$ cat src/rtl/ram_port_arbiter_pkg.sv
// Shared types and defaults for the two-port data-RAM arbiter.
package ram_port_arbiter_pkg;

  localparam int WIDTH_DEF    = 32;
  localparam int MAXBURST_DEF = 8;

  typedef enum logic [1:0] {
    IDLE = 2'd0,
    OWN0 = 2'd1,
    OWN1 = 2'd2
  } arb_state_t;

  // Burst counter width; a single-grant burst still needs one bit.
  function automatic int cnt_width(input int maxburst);
    return (maxburst > 1) ? $clog2(maxburst) : 1;
  endfunction

endpackage

$ cat src/rtl/ram_port_arbiter_rr_pick.sv
// Two-way pick: favours the last owner while holding, otherwise the other port.
module ram_port_arbiter_rr_pick (
  input  logic       req0,
  input  logic       req1,
  input  logic       last,
  input  logic       hold,
  input  logic       force_switch,
  output logic [1:0] gnt
);

  logic fav;

  always_comb begin
    fav = (hold && !force_switch) ? last : !last;
    gnt = 2'b00;
    if (!fav) begin
      if (req0)      gnt = 2'b01;
      else if (req1) gnt = 2'b10;
    end else begin
      if (req1)      gnt = 2'b10;
      else if (req0) gnt = 2'b01;
    end
  end

endmodule

$ cat src/rtl/ram_port_arbiter.sv
// Round-robin arbiter sharing one data-RAM port between core (0) and loader (1).
//   state | meaning
//   IDLE  | no grant last cycle; ties go to the port that was not granted last
//   OWN0  | port 0 granted last cycle, keeps bus until it drops or burst limit hit
//   OWN1  | port 1 granted last cycle, keeps bus until it drops or burst limit hit
module ram_port_arbiter
  import ram_port_arbiter_pkg::*;
#(
  parameter int WIDTH    = WIDTH_DEF,
  parameter int MAXBURST = MAXBURST_DEF
) (
  input  logic             clock,
  input  logic             nreset,
  input  logic             req0,
  input  logic             req1,
  input  logic             we0,
  input  logic             we1,
  input  logic [WIDTH-1:0] addr0,
  input  logic [WIDTH-1:0] addr1,
  input  logic [WIDTH-1:0] wdata0,
  input  logic [WIDTH-1:0] wdata1,
  output logic             gnt0,
  output logic             gnt1,
  output logic             rvalid0,
  output logic             rvalid1,
  output logic [WIDTH-1:0] rdata0,
  output logic [WIDTH-1:0] rdata1,
  output logic [WIDTH-1:0] ram_addr,
  output logic [WIDTH-1:0] ram_wdata,
  output logic             ram_enw,
  input  logic [WIDTH-1:0] ram_rdata
);

  localparam int              CNT_W    = cnt_width(MAXBURST);
  localparam logic [CNT_W-1:0] CNT_LAST = CNT_W'(MAXBURST - 1);

  arb_state_t       state_q, state_d;
  logic             last_q, last_d;
  logic [CNT_W-1:0] cnt_q, cnt_d;
  logic             rvalid0_q, rvalid0_d, rvalid1_q, rvalid1_d;
  logic [WIDTH-1:0] rdata0_q, rdata0_d, rdata1_q, rdata1_d;

  logic       hold, other_req, force_switch;
  logic [1:0] gnt_pick;

  assign hold         = (state_q != IDLE);
  assign other_req    = last_q ? req0 : req1;
  assign force_switch = hold && other_req && (cnt_q == CNT_LAST);

  ram_port_arbiter_rr_pick u_pick (
    .req0         (req0),
    .req1         (req1),
    .last         (last_q),
    .hold         (hold),
    .force_switch (force_switch),
    .gnt          (gnt_pick)
  );

  always_comb begin
    gnt0      = nreset && gnt_pick[0];
    gnt1      = nreset && gnt_pick[1];
    state_d   = IDLE;
    last_d    = last_q;
    cnt_d     = '0;
    ram_addr  = '0;
    ram_wdata = '0;
    ram_enw   = 1'b0;
    if (gnt0) begin
      state_d   = OWN0;
      last_d    = 1'b0;
      ram_addr  = addr0;
      ram_wdata = wdata0;
      ram_enw   = we0;
      if (state_q == OWN0) cnt_d = (cnt_q == CNT_LAST) ? '0 : cnt_q + CNT_W'(1);
    end else if (gnt1) begin
      state_d   = OWN1;
      last_d    = 1'b1;
      ram_addr  = addr1;
      ram_wdata = wdata1;
      ram_enw   = we1;
      if (state_q == OWN1) cnt_d = (cnt_q == CNT_LAST) ? '0 : cnt_q + CNT_W'(1);
    end
    // Read data is captured on the grant edge and held until that port's next read.
    rvalid0_d = gnt0 && !we0;
    rvalid1_d = gnt1 && !we1;
    rdata0_d  = rvalid0_d ? ram_rdata : rdata0_q;
    rdata1_d  = rvalid1_d ? ram_rdata : rdata1_q;
  end

  always_ff @(posedge clock) begin
    if (!nreset) begin
      state_q   <= IDLE;
      last_q    <= 1'b1;
      cnt_q     <= '0;
      rvalid0_q <= 1'b0;
      rvalid1_q <= 1'b0;
      rdata0_q  <= '0;
      rdata1_q  <= '0;
    end else begin
      state_q   <= state_d;
      last_q    <= last_d;
      cnt_q     <= cnt_d;
      rvalid0_q <= rvalid0_d;
      rvalid1_q <= rvalid1_d;
      rdata0_q  <= rdata0_d;
      rdata1_q  <= rdata1_d;
    end
  end

  assign rvalid0 = rvalid0_q;
  assign rvalid1 = rvalid1_q;
  assign rdata0  = rdata0_q;
  assign rdata1  = rdata1_q;

endmodule
$ cat config.mk
export PLATFORM = sky130hd
export DESIGN_NAME = ram_port_arbiter
export DESIGN_NICKNAME = d
export VERILOG_FILES = /design/src/rtl/ram_port_arbiter_pkg.sv /design/src/rtl/ram_port_arbiter_rr_pick.sv /design/src/rtl/ram_port_arbiter.sv
export SDC_FILE = /design/constraint.sdc
export NUM_CORES = 1
export LEC_CHECK = 0
export BUFFER_PORTS_ARGS = -buffer_cell sky130_fd_sc_hd__buf_2
export CAP_MARGIN = 10
export CORE_MARGIN = 10
export CORE_UTILIZATION = 42
export CTS_CLUSTER_DIAMETER = 50
export CTS_CLUSTER_SIZE = 10
export DETAILED_ROUTE_END_ITERATION = 6
export PLACE_DENSITY_LB_ADDON = 0.15
export SLEW_MARGIN = 30
export SYNTH_ARGS = -nofsm -noshare
export SYNTH_HDL_FRONTEND = slang
export SYNTH_SLANG_ARGS = --single-unit
$ cat constraint.sdc
create_clock -name clock -period 2.35 [get_ports clock]
set_input_delay 0.1175 -clock clock [delete_from_list [all_inputs] [get_ports clock]]
set_output_delay 0.1175 -clock clock [all_outputs]
set_load 0.05 [all_outputs]
* Word level (Yosys, flattened, before mapping)
Cells that the tools add are included.
** Word-level totals
- Output and inout bits :: 133
- Input bits :: 166
- Logic and storage cells :: 49
- Register bits :: 72
** Cells by class
- Reductions and logical operators :: 14
- Equality and inequality tests :: 3
- Bitwise gates (word level) :: 1
- Add/subtract/negate cells :: 1
- Mux-type cells :: 22
** Operators by type and width (number)
- 32-bit 2-to-1 mux :: 4
- 3-bit 2-to-1 mux :: 5
- 2-bit 2-to-1 mux :: 5
- 1-bit 2-to-1 mux :: 8
- 1-bit logical AND :: 7
- 1-bit zero test :: 4
- 2-bit nonzero test :: 2
- 3-bit by 1-bit adder with 3-bit output, second input constant :: 1
- 3-bit == test, second input constant :: 1
- 2-bit by 1-bit == test with 1-bit output, second input constant :: 1
- 2-bit == test, second input constant :: 1
- 2-bit OR reduction :: 1
- 1-bit inverter :: 1

* Depth between registers and ports, before layout
Gate-level depths: netlist of the first run.
- Depth after elaboration :: 10
- Mapped depth :: 8
- Gate-level depth less buffers :: 6

* Modules after synthesis
From an unflattened synthesis of the first run, not the netlist that was laid out.
** Unflattened totals
- Cell total of the unflattened synthesis :: 359
- Area, all modules :: 3503.4 sq um
** By module, submodules not included
- ram_port_arbiter :: cells an instance 352, instances 1, area each 3439.5 sq um, seq. area each 1441.4 sq um
- ram_port_arbiter_rr_pick :: cells an instance 7, instances 1, area each 63.8 sq um, seq. area each 0.0 sq um

* Worst setup path after synthesis of the first run
No wires, ideal clock.
- Kind :: flip-flop to flip-flop
- Start :: reg cnt_q[0]
- End :: reg rvalid1_q, in the netlist rvalid1
- Stages on the path, launching flop included :: 8
- Clock period less this slack :: 2.757 ns
- Path buffers :: 1
- Arrival time :: 2.688 ns
- Library setup time :: 0.070 ns
- Path slack :: -0.407 ns
- Path through :: dfxtp_1 -> ha_1 -> ha_1 -> o21ba_2 -> mux2i_1 -> buf_2 -> nor3b_1 -> nor2b_1
** On the way
- Cells in the longest elaborated chain, start to end :: 8
** RTL lines
- start: declaration :: line ram_port_arbiter.sv:39 : logic [CNT_W-1:0] cnt_q, cnt_d;
- start signal: assignment :: line ram_port_arbiter.sv:102 : cnt_q <= cnt_d;
- 3-bit == test :: line ram_port_arbiter.sv:48 : assign force_switch = hold && other_req && (cnt_q == CNT_LAST);
- 1-bit logical AND :: line ram_port_arbiter.sv:48
- 1-bit zero test :: line ram_port_arbiter_rr_pick.sv:14 : fav = (hold && !force_switch) ? last : !last;
- 1-bit logical AND :: line ram_port_arbiter_rr_pick.sv:14
- 1-bit 2-to-1 mux :: line ram_port_arbiter_rr_pick.sv:14
- 2-bit 2-to-1 mux :: line ram_port_arbiter_rr_pick.sv:16 : if (!fav) begin
- 1-bit logical AND :: line ram_port_arbiter.sv:61 : gnt1 = nreset && gnt_pick[1];
- net gnt1 :: line ram_port_arbiter.sv:23 : output logic gnt1,
- 1-bit logical AND :: line ram_port_arbiter.sv:85 : rvalid1_d = gnt1 && !we1;
- end signal: assignment :: line ram_port_arbiter.sv:104 : rvalid1_q <= rvalid1_d;
- end: declaration :: line ram_port_arbiter.sv:40 : logic rvalid0_q, rvalid0_d, rvalid1_q, rvalid1_d;
The timed path passes the listed nets, and every way through them passes these cells.
A chain may end at the register's enable or synchronous reset.

* Worst setup path after layout of the first run
- Start :: reg cnt_q[0]
- End :: out ram_wdata[0]
** On the way
- Cells in the longest elaborated chain, start to end :: 9
- Elaborated cells between the ends (all ways) :: 10
- Those cells by class :: eq/ne (1); mux (4); reduce/logical (5)
** RTL lines
- 3-bit == test (*) :: line ram_port_arbiter.sv:48
- 1-bit logical AND (*) :: line ram_port_arbiter.sv:48
- 1-bit zero test (*) :: line ram_port_arbiter_rr_pick.sv:14
- 1-bit logical AND (*) :: line ram_port_arbiter_rr_pick.sv:14
- 1-bit 2-to-1 mux (*) :: line ram_port_arbiter_rr_pick.sv:14
- 2-bit 2-to-1 mux (*) :: line ram_port_arbiter_rr_pick.sv:16
- 1-bit logical AND :: line ram_port_arbiter.sv:61
- 32-bit 2-to-1 mux :: line ram_port_arbiter.sv:75 : end else if (gnt1) begin
- 32-bit 2-to-1 mux (*) :: line ram_port_arbiter.sv:68 : if (gnt0) begin
- end: declaration :: line ram_port_arbiter.sv:29 : output logic [WIDTH-1:0] ram_wdata,
Mark *: on every way between the ends. The rest lies on a longest branch, timed or not.

==> flow_metrics.env, run 1 <==
export IMPL_cp_required_ns=2.23
export IMPL_numCtsBuffers=9
export IMPL_cellLeakagePower_uw=0.00360
export IMPL_min_path_type="input pin to register"
export IMPL_yosysTopAreaCell="dfxtp_1"
export IMPL_layout_drive_gt1_share=0.456
export IMPL_synth_warnings=0
export IMPL_ir_drop_uv=256
export IMPL_place_ws_ns=0.0927
export IMPL_die_area_um2=14400
export IMPL_fin_worst_skew_ns=0.00667
export IMPL_synth_top_area_frac=0.344
export IMPL_post_synth_most_frequent_cells="nand2_1, dfxtp_1, mux2i_1"
export IMPL_htreeDepth=3
export IMPL_via_count=5214
export IMPL_status="finished with violations"
export IMPL_whs_endpoint="rvalid1$_SDFF_PN0_"
export IMPL_rows=36
export IMPL_antenna_found_initial=6
export IMPL_final_max_slew_viol_count=0
export IMPL_syn_inst=577
export IMPL_syn_cell_area_um2=4190
export IMPL_clk_pin_slew_ns=0.07
export IMPL_fin_ws_ns=-0.111
export IMPL_maxCapViolations=0
export IMPL_final_cells=1005
export IMPL_critPathLaunchType="register"
export IMPL_grt_pass1_vias=5269
export IMPL_wl_per_cell_um=19.1
export IMPL_synthToLayoutAreaGrowth_pct=68.2
export IMPL_grt_usage=0.237
export IMPL_drt_iter0_markers=344
export IMPL_drc=0
export IMPL_dr_pass1_iters=4
export IMPL_rsz0062_at_grt="yes"
export IMPL_r2r_end="rdata0[8]$_SDFFE_PN0P_"
export IMPL_clk_latency_ns=0.34
export IMPL_wl_um=19200
export IMPL_hold_viol_final=0
export IMPL_place_inst=965
export IMPL_maxSlewHeadroom=0.708
export IMPL_max_freq_ghz=0.406
export IMPL_yosysSeqAreaShare=0.344
export IMPL_synth_cell_type_count=24
export IMPL_synth_edf_count=0
export IMPL_grt_overflow_total=0
export IMPL_netlist_top_cells_area="dfxtp_1, nand2_1, mux2i_1"
export IMPL_synthesis_nets=745
export IMPL_async_flop_share=0
export IMPL_tightest_slew_ns=0.427
export IMPL_reg2reg_slack_ns=0.07
export IMPL_final_antenna_net_count=0
export IMPL_critPathMaxFanout=6
export IMPL_vias_per_cell=5.19
export IMPL_rr_worst_depth=9
export IMPL_grt_pass1_wl_um=27800
export IMPL_cts_tree="yes"
export IMPL_setup_viol=65
export IMPL_dominantRegCellSynth="dfxtp_1"
export IMPL_gp_congestion=0.890
export IMPL_cts_max_path_buffers=2
export IMPL_port_buffers=298
export IMPL_start_util=0.430
export IMPL_die_height_um=120
export IMPL_core_um2=9730
export IMPL_nNetsFinal=1029
export IMPL_end_kind="primary output"
export IMPL_failed_checks="setup timing"
export IMPL_cp_data_arrival_time_ns=2.34
export IMPL_synth_most_common_cell="nand2_1"
export IMPL_finalCriticalPeriod_ns=2.46
export IMPL_num_io_pins=299
export IMPL_syn_avg_cell_area_um2=7.26
export IMPL_dpl_hpwl_um=13100
export IMPL_root_buffer="clkbuf_8"
export IMPL_timing_final_crit_share=1.05
export IMPL_die_width_um=120
export IMPL_grt_max_degree=77
export IMPL_clock_sinks=72
export IMPL_path_class="register to primary output"
export IMPL_timing_rr_start="cnt_q[0]$_SDFF_PN0_"
export IMPL_worstHoldStart="we1"
export IMPL_ys_ff_latch=72
export IMPL_whs_ns=0.0353
export IMPL_pwr_density_cell_nw_per_um2=595
export IMPL_min_path_cells=2
-- registers in the layout (all words and copies together), names as in the netlist --
name	count
rdata0	32
rdata1	32
cnt_q	3
state_q	2
last_q	1
rvalid0	1
rvalid1	1
-- worst max-delay path, cell delays in order (launching register included) --
cell and delay, ns:
dfxtp_2 0.34, ha_4 0.16, ha_4 0.16, o21ba_4 0.26, mux2i_4 0.31, buf_6 0.19, clkbuf_16 0.17, o22ai_2 0.09
and2_4 0.17, buf_6 0.15
-- per-layer routing --
layer	up-vias	wire length, um	track usage
met5	-	0	0
met4	0	837	0.114
met1	2400	6430	0.239
li1	2483	-	-
met3	55	2030	0.0900
met2	276	9860	0.422
-- worst max-delay path by stage --
stage                     depth (start not counted)       endpoint                 from  slack (ns)
after global routing                              9  ram_wdata[25]  cnt_q[0]$_SDFF_PN0_       -0.17
after global placement                            8  ram_wdata[22]  cnt_q[0]$_SDFF_PN0_        0.14
final                                             9   ram_wdata[0]  cnt_q[0]$_SDFF_PN0_       -0.11
after floorplan                                   8   ram_addr[19]  cnt_q[0]$_SDFF_PN0_        0.08
after detailed placement                          8  ram_wdata[13]  cnt_q[0]$_SDFF_PN0_        0.09
after CTS                                        10   ram_addr[14]  cnt_q[0]$_SDFF_PN0_       -0.06
-- layout make-up --
type | count | area, um2
Tap cell | 133 | 166
Fill cell | 769 | 2690
Clock buffer | 9 | 124
Clock inverter | 7 | 125
Multi-Input combinational cell | 446 | 2770
Antenna cell | 6 | 15.0
Inverter | 5 | 18.8
Timing Repair Buffer | 327 | 2380
Sequential cell | 72 | 1440
-- placed cells by master (no fill, tap or decap), types with 6 or more instances in the layout --
master and n:
diode_2 6, buf_2 231, dfxtp_1 70, buf_4 20, clkbuf_8 9, and2_1 45
o22ai_2 21, o22ai_1 42, nand2_1 229, mux2i_1 64, buf_6 46, buf_12 7
and2_4 20, buf_8 15
-- power by group --
group          switching, uW  internal (uW)
registers               33.9           1280
clock network            476            718
logic                   1030            657
-- repair_timing --
item	CTS	global route
hold endpoints to repair	1	0
pin swaps	6	14
buffers inserted	10	1
resized for setup	137	67
hold buffers	1	0
gates cloned	6	3
endpoints found under the setup margin	66	66
-- per-stage QoR --
stage	setup TNS, ns	area, um2	utilization	total power, uW
after CTS	-1.62	6740	0.693	4120
after detailed placement	0	5820	0.598	2680
after global placement	0	5820	0.598	2660
after global routing	-7.69	7040	0.724	4370
final	-3.13	7040	0.724	4190
after floorplan	0	4190	-	2280
-- kinds of logic (layout without fill, tap and decap cells) --
group           after synthesis  after routing  synth area share
buf+inv                      59            348            0.0613
flops                        72             72             0.344
fa+ha+maj                     2              2           0.00598
other cells                   0              6                 0
mux                          66             66             0.158
xor+xnor                      1              1           0.00209
simple gates                307            307             0.321
compound gates               70             70             0.108
(Power assumes the default switching activity.)
==> run 2: changes to the inputs <==
Settings changed: RECOVER_POWER set to 25.
==> run 2 against run 1 <==
Against the previous run: the flow still finishes with violations (setup timing); clock skew grew 0.00081 ns; cell area shrank 0.60%; sequential share of layout area grew 0.12 points; routed wire length grew 0.68%; combinational power is essentially flat; die area is the same; global-route usage is the same; fmax is essentially flat; first-iteration DRC count is the same; sequential cell count is the same; hold slack gained 0.00067 ns; sequential power is essentially flat; critical endpoint unchanged; highest routed layer unchanged.
==> flow_metrics.env, run 2 (synthesis results as in run 1) <==
export IMPL_maxSlewHeadroom=0.562
export IMPL_tightest_slew_ns=0.660
export IMPL_die_width_um=120
export IMPL_wl_per_cell_um=19.2
export IMPL_place_ws_ns=0.0927
export IMPL_grt_overflow_total=0
export IMPL_critical_path_slowest_cell="dfxtp_2"
export IMPL_fin_ws_ns=-0.111
export IMPL_pwr_density_cell_nw_per_um2=599
export IMPL_grt_max_degree=77
export IMPL_final_cell_mix="nand2_1, buf_2, dfxtp_1"
export IMPL_layout_drive_gt1_share=0.417
export IMPL_cp_required_ns=2.23
export IMPL_rows=36
export IMPL_final_cells=1005
export IMPL_via_count=5230
export IMPL_gp_congestion=0.890
export IMPL_cellLeakagePower_uw=0.00346
export IMPL_fin_worst_skew_ns=0.00748
export IMPL_cp_data_arrival_time_ns=2.34
export IMPL_critPathMaxStageDelay_ns=0.34
export IMPL_drc=0
export IMPL_path_class="register to primary output"
export IMPL_core_um2=9730
export IMPL_min_path_type="input pin to register"
export IMPL_vias_per_cell=5.20
export IMPL_place_inst=965
export IMPL_dr_pass1_iters=4
export IMPL_die_height_um=120
export IMPL_grt_usage=0.237
export IMPL_grt_pass1_vias=5269
export IMPL_htreeDepth=3
export IMPL_worstPathCellList="ha_4 > ha_4 > o21ba_4 > mux2i_4 > buf_6 > clkbuf_16 > o22ai_2 > and2_4 > buf_6"
export IMPL_cts_tree="yes"
export IMPL_final_max_slew_viol_count=0
export IMPL_final_antenna_net_count=0
export IMPL_dpl_hpwl_um=13100
export IMPL_start_util=0.430
export IMPL_cp_buffers_inverters=3
export IMPL_clk_latency_ns=0.34
export IMPL_port_buffers=298
export IMPL_max_freq_ghz=0.406
export IMPL_setup_viol=65
export IMPL_end_kind="primary output"
export IMPL_finalCriticalPeriod_ns=2.46
export IMPL_ir_drop_uv=255
export IMPL_critPathLaunchType="register"
export IMPL_wl_um=19300
export IMPL_failed_checks="setup timing"
export IMPL_clock_sinks=72
export IMPL_layout_commonest_cell="nand2_1"
export IMPL_clk_pin_slew_ns=0.07
export IMPL_cts_max_path_buffers=2
export IMPL_synthToLayoutAreaGrowth_pct=67.2
export IMPL_root_buffer="clkbuf_8"
export IMPL_num_io_pins=299
export IMPL_maxCapViolations=0
export IMPL_status="finished with violations"
export IMPL_nNetsFinal=1029
export IMPL_antenna_found_initial=6
export IMPL_rsz0062_at_grt="yes"
export IMPL_die_area_um2=14400
export IMPL_drt_iter0_markers=344
export IMPL_critPathMaxFanout=6
export IMPL_numCtsBuffers=9
export IMPL_timing_final_crit_share=1.05
export IMPL_hold_viol_final=0
export IMPL_cp_top_family="buffers and inverters"
export IMPL_grt_pass1_wl_um=27800
run 2: changes by cell type in the layout (fill, tap and decap cells not counted), sizes merged:
cell / before / now
buf: 323 / 289
clkbuf: 12 / 46
run 2: per-stage QoR:
stage / power [uW] / hold slack [ns] / area, um2 / utilization / setup TNS, ns
final: 4190 / 0.0360 / 7000 / 0.720 / -3.17
after global routing: 4360 / 0.0270 / 7000 / 0.720 / -7.69
after CTS: 4120 / 0.00735 / 6740 / 0.693 / -1.62
after detailed placement: 2680 / 0.329 / 5820 / 0.598 / 0
after global placement: 2660 / 0.320 / 5820 / 0.598 / 0
after floorplan: 2280 / 0.189 / 4190 / - / 0
run 2: final cells by class:
cell class | count | area (um2)
clock buffer | 9 | 124
inverter | 5 | 18.8
clock inverter | 7 | 125
fill | 784 | 2730
sequential | 72 | 1440
tap | 133 | 166
multi-input combinational | 446 | 2770
timing repair buffer | 327 | 2340
antenna | 6 | 15.0
run 2: routing by layer:
| metal | global-route usage | share of wire | routed length (um) |
|---|---|---|---|
| met4 | 0.114 | 0.045 | 866 |
| met5 | 0 | 0 | 0 |
| met2 | 0.422 | 0.51 | 9850 |
| met1 | 0.239 | 0.34 | 6540 |
| met3 | 0.0900 | 0.11 | 2030 |
run 2: report_power, final:
part	internal, uW	switching, uW
clock	718	480
sequential	1280	35.3
combinational	649	1030
run 2: path summary, 6_finish.rpt:
kind	startpoint	to	slack [ns]	cells past startpoint
min	we1	rvalid1$_SDFF_PN0_	0.04	2
max reg2reg	cnt_q[0]$_SDFF_PN0_	rdata0[8]$_SDFFE_PN0P_	0.05	9
min reg2reg	rdata1[17]$_SDFFE_PN0P_	rdata1[17]$_SDFFE_PN0P_	0.46	2
max	cnt_q[0]$_SDFF_PN0_	ram_wdata[0]	-0.11	9
run 2: worst reg2reg max path, cell delays in order, from the launching register on:
cell,delay [ns]
dfxtp_2,0.34
ha_4,0.16
ha_4,0.16
o21ba_4,0.27
mux2i_4,0.10
buf_6,0.14
buf_4,0.13
or3b_2,0.47
buf_12,0.20
mux2i_1,0.25
run 2: repair_timing:
| item | 4_1_cts | 5_1_grt |
|---|---|---|
| hold buffers | 1 | 0 |
| gates resized for setup | 137 | 67 |
| setup buffers | 10 | 1 |
| pin swaps | 6 | 14 |
| hold endpoints to repair | 1 | 0 |
| gates cloned | 6 | 3 |
| setup endpoints to repair | 66 | 66 |
==> run 3: changes to the inputs <==
Settings changed: PLACE_DENSITY_LB_ADDON 0.15 to 0.2.
==> run 3 against run 2 <==
Against the previous run: sequential cell count stayed put; fmax is 3.0% lower; first-iteration DRC count is 20% lower; die area stayed put; combinational power hardly changed; the flow still finishes with violations (setup timing).
==> flow_metrics.env, run 3 (synthesis results as in run 1) <==
export IMPL_die_area_um2=14400
export IMPL_port_buffers=298
export IMPL_cts_max_path_buffers=2
export IMPL_synthToLayoutAreaGrowth_pct=66.9
export IMPL_end_kind="primary output"
export IMPL_maxCapViolations=0
export IMPL_ir_drop_uv=268
export IMPL_num_io_pins=299
export IMPL_r2r_end="rdata0[26]$_SDFFE_PN0P_"
export IMPL_max_freq_ghz=0.394
export IMPL_wl_per_cell_um=18.5
export IMPL_grt_util_met3=0.105
export IMPL_layout_drive_gt1_share=0.416
export IMPL_top_usage_layer="met2"
export IMPL_final_cell_mix="nand2_1, buf_2, dfxtp_1"
export IMPL_cp_data_arrival_time_ns=2.42
export IMPL_grt_pass1_wl_um=27600
export IMPL_clock_sinks=72
export IMPL_failed_checks="setup timing"
export IMPL_numCtsBuffers=9
export IMPL_core_um2=9730
export IMPL_die_width_um=120
export IMPL_root_buffer="clkbuf_8"
export IMPL_utilization=0.718
export IMPL_antenna_found_initial=4
export IMPL_rsz0062_at_grt="yes"
export IMPL_reg2reg_slack_ns=0.10
export IMPL_worstHoldStart="ram_rdata[8]"
export IMPL_via_count=5229
export IMPL_min_path_cells=3
export IMPL_whs_endpoint="rdata0[8]$_SDFFE_PN0P_"
export IMPL_grt_usage=0.236
export IMPL_dr_pass1_iters=7
export IMPL_rr_worst_depth=9
export IMPL_drc=0
export IMPL_met2_usage=0.424
export IMPL_cellLeakagePower_uw=0.00345
export IMPL_die_height_um=120
export IMPL_final_max_slew_viol_count=0
export IMPL_start_util=0.430
export IMPL_hold_viol_final=0
export IMPL_wl_um=18800
export IMPL_finalCriticalPeriod_ns=2.54
export IMPL_fin_worst_skew_ns=0.00611
export IMPL_gp_congestion=0.894
export IMPL_status="finished with violations"
export IMPL_drt_iter0_markers=276
export IMPL_dpl_hpwl_um=13500
export IMPL_min_path_type="input pin to register"
export IMPL_path_class="register to primary output"
export IMPL_critPathLaunchType="register"
export IMPL_cp_required_ns=2.23
export IMPL_htreeDepth=3
export IMPL_cts_tree="yes"
export IMPL_nNetsFinal=1037
export IMPL_maxSlewHeadroom=0.562
export IMPL_rows=36
export IMPL_setup_viol=67
export IMPL_timing_final_crit_share=1.08
export IMPL_pwr_density_cell_nw_per_um2=560
export IMPL_critPathMaxFanout=11
export IMPL_layout_commonest_cell="nand2_1"
export IMPL_clk_latency_ns=0.35
export IMPL_grt_pass1_vias=5246
export IMPL_tightest_slew_ns=0.660
export IMPL_timing_rr_start="cnt_q[0]$_SDFF_PN0_"
export IMPL_place_ws_ns=0.00954
export IMPL_grt_overflow_total=0
export IMPL_met1_usage=0.229
export IMPL_grt_max_degree=103
export IMPL_clk_pin_slew_ns=0.08
export IMPL_final_antenna_net_count=0
export IMPL_vias_per_cell=5.17
export IMPL_fin_ws_ns=-0.187
[run 3: cell count changes in the layout (fill, tap and decap cells not counted), sizes merged]
cell and change:
bufinv -3, diode -2, dlygate4sd3 +1, clkinvlp +3, buf +7, inv +1, clkinv -1
[run 3: layout make-up]
class / count / area [um2]
clock buffers: 9 / 124
multi-input cells: 446 / 2770
fillers: 787 / 2740
clock inverters: 7 / 62.6
well taps: 133 / 166
repair buffers: 335 / 2400
flip-flops and latches: 72 / 1440
inverters: 5 / 18.8
diodes: 4 / 10.0
[run 3: critical path, stage by stage (launching register included)]
cell     delay [ns]
dfxtp_2        0.34
ha_4           0.16
ha_4           0.15
o21ba_4        0.22
buf_6          0.10
mux2i_4        0.37
buf_4          0.20
buf_16         0.13
o22ai_1        0.07
and2_1         0.18
buf_6          0.15
[run 3: report_power, final]
group	total (uW)	internal [uW]	switching [uW]
logic	1680	659	1020
registers	1320	1280	35.6
clock network	911	404	507
[run 3: metal layers]
layer	part of all wire	routed length, um
met1	0.34	6290
met5	0	0
met2	0.51	9630
met3	0.11	2070
met4	0.040	759
[run 3: repair_timing]
| action | 4_1_cts | 5_1_grt |
|---|---|---|
| hold buffers | 2 | 0 |
| endpoints found under the setup margin | 67 | 96 |
| cloned | 5 | 3 |
| hold endpoints to repair | 2 | 0 |
| buffers inserted | 7 | 7 |
| pin swaps | 0 | 8 |
| gates resized for setup | 151 | 51 |
[run 3: worst max-delay path by stage]
stage | startpoint | endpoint | slack, ns | depth (start not counted)
final | cnt_q[0]$_SDFF_PN0_ | ram_addr[16] | -0.19 | 10
after global routing | cnt_q[0]$_SDFF_PN0_ | ram_wdata[0] | -0.26 | 9
after CTS | cnt_q[0]$_SDFF_PN0_ | ram_wdata[30] | -0.17 | 9
after detailed placement | cnt_q[0]$_SDFF_PN0_ | ram_addr[25] | 0.01 | 8
after global placement | cnt_q[0]$_SDFF_PN0_ | ram_addr[25] | 0.05 | 8
after floorplan | cnt_q[0]$_SDFF_PN0_ | ram_addr[19] | 0.08 | 8
[run 3: stage by stage]
step / total power (uW) / instances / hold WS, ns / TNS [ns] / instance area (um2)
2_1_floorplan: 2280 / 577 / 0.189 / 0 / 4190
3_3_place_gp: 2660 / 968 / 0.327 / 0 / 5800
3_5_place_dp: 2680 / 968 / 0.328 / 0 / 5800
4_1_cts: 3830 / 998 / 0.0136 / -9.82 / 6700
5_1_grt: 4100 / 1011 / 0.0155 / -14.85 / 6990
6_report: 3910 / 1011 / 0.0314 / -9.50 / 6990
